===== src/rtl/intersection_phase_scheduler.sv =====
// intersection_phase_scheduler
// Actuated phase scheduler for a two-approach intersection. Sequences the lamp outputs
// through AR1 -> G1 -> Y1 -> AR2 -> G2 -> Y2 -> AR1. Green time is arbitrated from the
// detector inputs: minimum green, gap-out, max-out and rest-in-green.
// Optional pedestrian walk interval: define PED_WALK_EN to enable the WK state. In the
// default build ped_req is ignored and walk is tied low.
module intersection_phase_scheduler #(
   parameter int unsigned MIN_GREEN = 10,
   parameter int unsigned MAX_GREEN = 30,
   parameter int unsigned EXT       = 3,
   parameter int unsigned YELLOW    = 4,
   parameter int unsigned ALL_RED   = 2,
   parameter int unsigned WALK      = 8,
   parameter int unsigned CW        = 8
) (
   input  logic       ck,
   input  logic       rst_n,
   input  logic       det1,
   input  logic       det2,
   input  logic       ped_req,
   output logic       g1,
   output logic       y1,
   output logic       r1,
   output logic       g2,
   output logic       y2,
   output logic       r2,
   output logic       walk,
   output logic [2:0] phase
);

   // Encodings double as the phase output code.
   typedef enum logic [2:0] {
      StAr1 = 3'd0,
      StG1  = 3'd1,
      StY1  = 3'd2,
      StAr2 = 3'd3,
      StG2  = 3'd4,
      StY2  = 3'd5
`ifdef PED_WALK_EN
      ,
      StWk  = 3'd6
`endif
   } state_e;

   localparam logic [CW-1:0] MinGreenC = CW'(MIN_GREEN);
   localparam logic [CW-1:0] MaxGreenC = CW'(MAX_GREEN);
   localparam logic [CW-1:0] ExtC      = CW'(EXT);
   localparam logic [CW-1:0] YellowLd  = CW'(YELLOW - 1);
   localparam logic [CW-1:0] AllRedLd  = CW'(ALL_RED - 1);
   // The reset state counts the first edge after release as its entry, so AR1 still
   // spans ALL_RED full cycles once the clock starts.
   localparam logic [CW-1:0] AllRedRst = CW'(ALL_RED);
`ifdef PED_WALK_EN
   localparam logic [CW-1:0] WalkLd    = CW'(WALK - 1);
`endif

   state_e        state_q, state_d;
   logic [CW-1:0] timer_q, timer_d;
   logic [CW-1:0] n_q, n_d;
   logic [CW-1:0] gap_q, gap_d;
   logic          dem1_q, dem1_d;
   logic          dem2_q, dem2_d;
`ifdef PED_WALK_EN
   logic          ped_q, ped_d;
   logic          tgt2_q, tgt2_d;      // green to serve after the current all-red
   logic          wk_from2_q, wk_from2_d;
   logic          in_wk;
   logic          walk_d;
`endif

   logic          in_g1, in_g2;
   logic          own_det;
   logic          dem1_eff, dem2_eff, ped_eff;
   logic          opp_dem;
   logic [CW-1:0] n_nxt, gap_nxt;
   logic          green_exit;
   logic          timer_done;
   logic [5:0]    lamp_d;             // {g1, y1, r1, g2, y2, r2}

   // Demand seen this edge, including a detector arriving on the edge itself.
   always_comb begin
      in_g1      = (state_q == StG1);
      in_g2      = (state_q == StG2);
      own_det    = in_g1 ? det1 : det2;
      dem1_eff   = dem1_q | (det1 & ~in_g1);
      dem2_eff   = dem2_q | (det2 & ~in_g2);
`ifdef PED_WALK_EN
      in_wk      = (state_q == StWk);
      ped_eff    = ped_q | (ped_req & ~in_wk);
`else
      ped_eff    = 1'b0;
`endif
      opp_dem    = in_g1 ? dem2_eff : dem1_eff;
      n_nxt      = (n_q >= MaxGreenC) ? MaxGreenC : n_q + 1'b1;
      gap_nxt    = own_det ? '0 : ((gap_q >= ExtC) ? ExtC : gap_q + 1'b1);
      // Gap uses the current cycle's detector; max-out uses the current green cycle.
      green_exit = (opp_dem | ped_eff) & (n_q >= MinGreenC) &
                   ((gap_nxt >= ExtC) | (n_q == MaxGreenC));
      timer_done = (timer_q == '0);
   end

   // Next-state, timer, green counters and demand latches.
   always_comb begin
      state_d    = state_q;
      timer_d    = timer_q;
      n_d        = n_q;
      gap_d      = gap_q;
      dem1_d     = dem1_eff;
      dem2_d     = dem2_eff;
`ifdef PED_WALK_EN
      ped_d      = ped_eff;
      tgt2_d     = tgt2_q;
      wk_from2_d = wk_from2_q;
`endif
      unique case (state_q)
         StAr1, StAr2: begin
            if (!timer_done) begin
               timer_d = timer_q - 1'b1;
`ifdef PED_WALK_EN
            end else if (ped_eff) begin
               state_d    = StWk;
               timer_d    = WalkLd;
               ped_d      = 1'b0;
               wk_from2_d = (state_q == StAr2);
            end else if (tgt2_q) begin
`else
            end else if (state_q == StAr2) begin
`endif
               state_d = StG2;
               n_d     = CW'(1);
               gap_d   = '0;
               dem2_d  = 1'b0;
            end else begin
               state_d = StG1;
               n_d     = CW'(1);
               gap_d   = '0;
               dem1_d  = 1'b0;
            end
         end
         StG1, StG2: begin
            if (green_exit) begin
               state_d = in_g1 ? StY1 : StY2;
               timer_d = YellowLd;
            end else begin
               n_d   = n_nxt;
               gap_d = gap_nxt;
            end
         end
         StY1: begin
            if (timer_done) begin
               state_d = StAr2;
               timer_d = AllRedLd;
`ifdef PED_WALK_EN
               tgt2_d  = 1'b1;
`endif
            end else begin
               timer_d = timer_q - 1'b1;
            end
         end
         StY2: begin
            if (timer_done) begin
               state_d = StAr1;
               timer_d = AllRedLd;
`ifdef PED_WALK_EN
               tgt2_d  = 1'b0;
`endif
            end else begin
               timer_d = timer_q - 1'b1;
            end
         end
`ifdef PED_WALK_EN
         StWk: begin
            // Leave through the opposite all-red; the deferred green is kept in tgt2.
            if (timer_done) begin
               state_d = wk_from2_q ? StAr1 : StAr2;
               timer_d = AllRedLd;
            end else begin
               timer_d = timer_q - 1'b1;
            end
         end
`endif
         default: begin
            state_d = StAr1;
            timer_d = AllRedLd;
         end
      endcase
   end

   // Lamp pattern for the state being entered, so lamps change with the transition.
   always_comb begin
      lamp_d = 6'b001_001;
      case (state_d)
         StG1:    lamp_d = 6'b100_001;
         StY1:    lamp_d = 6'b010_001;
         StG2:    lamp_d = 6'b001_100;
         StY2:    lamp_d = 6'b001_010;
         default: lamp_d = 6'b001_001;
      endcase
`ifdef PED_WALK_EN
      walk_d = (state_d == StWk);
`endif
   end

   // All state and registered outputs; reset forces the all-red pattern immediately.
   always_ff @(posedge ck or negedge rst_n) begin
      if (!rst_n) begin
         state_q                  <= StAr1;
         timer_q                  <= AllRedRst;
         n_q                      <= '0;
         gap_q                    <= '0;
         dem1_q                   <= 1'b0;
         dem2_q                   <= 1'b0;
         {g1, y1, r1, g2, y2, r2} <= 6'b001_001;
         phase                    <= 3'd0;
`ifdef PED_WALK_EN
         ped_q                    <= 1'b0;
         tgt2_q                   <= 1'b0;
         wk_from2_q               <= 1'b0;
         walk                     <= 1'b0;
`endif
      end else begin
         state_q                  <= state_d;
         timer_q                  <= timer_d;
         n_q                      <= n_d;
         gap_q                    <= gap_d;
         dem1_q                   <= dem1_d;
         dem2_q                   <= dem2_d;
         {g1, y1, r1, g2, y2, r2} <= lamp_d;
         phase                    <= state_d;
`ifdef PED_WALK_EN
         ped_q                    <= ped_d;
         tgt2_q                   <= tgt2_d;
         wk_from2_q               <= wk_from2_d;
         walk                     <= walk_d;
`endif
      end
   end

`ifndef PED_WALK_EN
   logic          unused_ped_req;
   logic [CW-1:0] unused_walk_len;
   assign unused_ped_req  = ped_req;
   assign unused_walk_len = CW'(WALK);
   assign walk            = 1'b0;
`endif

endmodule

===== config.mk =====
export PLATFORM = sky130hd
export DESIGN_NAME = intersection_phase_scheduler
export DESIGN_NICKNAME = d
export VERILOG_FILES = /design/src/rtl/intersection_phase_scheduler.sv
export SDC_FILE = /design/constraint.sdc
export NUM_CORES = 1
export LEC_CHECK = 0
export ABC_AREA = 1
export BUFFER_PORTS_ARGS = -buffer_cell sky130_fd_sc_hd__buf_2
export CAP_MARGIN = 20
export CORE_UTILIZATION = 40
export CTS_CLUSTER_DIAMETER = 200
export DETAILED_ROUTE_END_ITERATION = 12
export HOLD_SLACK_MARGIN = 0.1
export SLEW_MARGIN = 0
export SYNTH_ARGS = -nofsm -noshare
export SYNTH_HDL_FRONTEND = slang
export SYNTH_SLANG_ARGS = --single-unit

===== constraint.sdc =====
create_clock -name ck -period 1.75 [get_ports ck]
set_clock_uncertainty 0.15 [all_clocks]
set_input_delay 0.35 -clock ck [delete_from_list [all_inputs] [get_ports ck]]
set_output_delay 0.35 -clock ck [all_outputs]
set_load 0.05 [all_outputs]

==> impl_metrics.py <==
metrics = {
    "status": {
        "outcome": "finished with violations",
        "violations": "setup timing",
    },
    "floorplan": {
        "core_um2": 4410,
        "ios": 15,
        "dieArea_um2": 4910,
        "core.rowCount": 24,
        "die_h_um": 70.0,
        "fp.dieW_um": 70.0,
        "initial_core_util_pct": 42.0,
    },
    "global_routing": {
        "grt_pass1_vias": 1697,
        "grt_pass1_wl_um": 7610,
        "overflow": 0,
        "grt_max_degree": 36,
        "grt_usage_pct": 20.1,
        "antenna_found_initial": 0,
    },
    "route": {
        "vias": 1770,
        "viasPerCell": 4.77,
        "final_antenna_net_count": 0,
        "drtIter0Drc": 41,
        "drc_errors": 0,
        "drt_first_pass_iters": 4,
        "wl_um": 4710,
        "post_drt_wl_per_cell_um": 12.7,
    },
    "logic_synthesis": {
        "ys_ff_latch": 35,
        "syn_inst": 229,
        "ys_types": 29,
        "synth.avg_cell_area_um2": 8.09,
        "yosys_warnings": 0,
        "synth_nets": 238,
        "ys_seq_area_share_pct": 47.5,
        "synth.cell_area_um2": 1850,
    },
    "cells_and_area": {
        "fillers": 347,
        "antenna_cells": 0,
        "drive_gt1_share_pct": 53.6,
        "seqCellArea_um2": 883,
        "syn2layout_area_growth_pct": 58.7,
        "final_cell_area_um2": 2940,
        "multiInputGateArea_um2": 1090,
        "fin_nets": 327,
    },
    "timing": {
        "fin_hold_ws_ns": 0.337,
        "maxSlewViolCount": 0,
        "max_freq_mhz": 535,
        "finalHoldViolCount": 0,
        "rsz0062_at_grt": "true",
        "setup_violations": 32,
        "worst_slack_ns": -0.121,
        "setup_tns_ns": -2.52,
        "fin_crit_sh_pct": 107,
        "fin_crit_ns": 1.87,
    },
    "clock_network": {
        "cts_made_buffers": 5,
        "clock_latency_ns": 0.29,
        "cts_root_buf": "clkbuf_8",
        "ctsLongestPathBuffers": 2,
        "clk_pin_slew_ns": 0.07,
        "htree_num_levels": 2,
        "cts_tree": "done",
        "clock_sinks": 35,
    },
    "worst_setup_path": {
        "start_kind": "flip-flop",
        "cp_data_required_time_ns": 1.82,
        "arrival_ns": 1.94,
        "end_kind": "flip-flop",
        "cp_max_fo": 6,
        "critPathKind": "reg -> reg",
    },
    "power_and_ir_drop": {
        "power.density_nw_per_um2": 1980,
        "p_leak_uw": 0.00154,
        "vdd_drop_max_mv": 1.10,
    },
    "place": {
        "io_buffers": 12,
        "place_area_um2": 2380,
        "pre_cts_ws_ns": -0.227,
        "dp_hpwl_um": 2760,
        "place_congestion": 0.896,
    },
    "flow_run": {
        "cap_violations": 0,
    },
    "hold_path": {
        "hold_class": "in -> reg",
    },
}
flip-flops by register name, indices dropped and copies added (netlist names):
register	cells
dem1_q	1
dem2_q	1
g1	1
g2	1
gap_q	8
n_q	8
r1	1
r2	1
state_q	3
timer_q	8
y1	1
y2	1
worst paths after layout:
path | startpoint | to | slack, ns | cells past startpoint
min | det2 | dem2_q | 0.34 | 5
min in group asynchronous | rst_n | n_q[4] | 0.47 | 3
min reg2reg | gap_q[3] | gap_q[3] | 0.34 | 2
max in group asynchronous | rst_n | r1 | 0.63 | 3
max reg2reg | gap_q[0] | gap_q[0] | -0.12 | 10
max | gap_q[0] | gap_q[0] | -0.12 | 10
Yosys cell counts, drive strengths merged:
library cell  number  share of area [%]
a21oi              5                1.4
nand4              2               0.68
ha                 4                2.7
conb               1               0.20
o31ai              1               0.41
nor2              31                6.7
xor2               4                1.9
inv               43                8.7
nand2             50                 12
dfrtp             32                 43
o22ai              2               0.68
a21boi             1                1.0
a31oi              1               0.34
a211oi             1               0.41
o21ai             17                5.2
o2111ai            1               0.47
nor3               6                2.2
nand3             21                6.5
buf                3                1.3
dfstp              3                4.3
cells in the final DEF, fill, tap and decap left out, types with 3 or more instances in the layout:
cell type / n
nor2_2: 9
nand3_2: 10
dfrtp_1: 29
nand2_4: 5
buf_4: 56
nand3_1: 10
o21ai_2: 5
clkbuf_8: 5
o21ai_1: 5
nor2_4: 6
nor2_1: 16
buf_6: 13
nand2_2: 16
o21ai_0: 7
inv_1: 34
xor2_1: 4
dfstp_2: 3
nand2_1: 27
dfrtp_2: 3
nor3_1: 4
inv_2: 9
nand2_8: 3
buf_2: 12
critical path, stage by stage (launching register included):
cell and delay (ns):
dfrtp_1 0.42, ha_4 0.28, inv_2 0.03, nand3_2 0.07
nand3_2 0.08, nand2_2 0.11, nand2_4 0.08, a21boi_4 0.28
buf_6 0.18, nand2_2 0.05, o21ai_2 0.05
cell type report:
type | count | area share [%]
Multi-Input combinational cell | 150 | 37.2
Sequential cell | 35 | 30.1
Timing Repair Buffer | 83 | 22.2
Inverter | 43 | 5.49
Clock buffer | 6 | 2.47
Tap cell | 52 | 2.21
Clock inverter | 2 | 0.426
cells by family after synthesis:
group / synth area share, %
compound gates: 9.87
flops: 47.5
simple gates: 27.8
xor+xnor: 1.89
buf+inv: 10.0
other cells: 0.203
fa+ha+maj: 2.70
metrics by stage:
step	cells	power, µW	util (%)
5_1_grt	371	6250	66.6
2_1_floorplan	229	2940	-
3_3_place_gp	344	3990	53.9
4_1_cts	367	5420	63.1
6_report	371	5830	66.6
3_5_place_dp	344	4030	53.9
power breakdown:
part / total (µW) / switching, µW / internal (µW)
Clock: 570 / 292 / 278
Sequential: 1210 / 144 / 1060
Combinational: 4060 / 2210 / 1850
layer usage:
metal | GRT usage, % | share of wire, % | wire length (µm) | vias to the layer above
met5 | 0 | 0 | 0 | -
met4 | 8.44 | 1.7 | 80 | 0
met3 | 4.76 | 1.8 | 87 | 8
met2 | 33.0 | 53 | 2480 | 16
met1 | 25.2 | 44 | 2060 | 844
li1 | - | - | - | 902
repair_timing:
| action | 4_1_cts | 5_1_grt |
|---|---|---|
| gates resized for setup | 55 | 34 |
| cloned | 3 | 0 |
| endpoints found under the hold margin | 32 | 0 |
| setup buffers | 11 | 4 |
| pin swaps | 14 | 4 |
| setup endpoints to repair | 33 | 35 |
| hold buffers | 1 | 0 |
(Power assumes the default switching activity.)
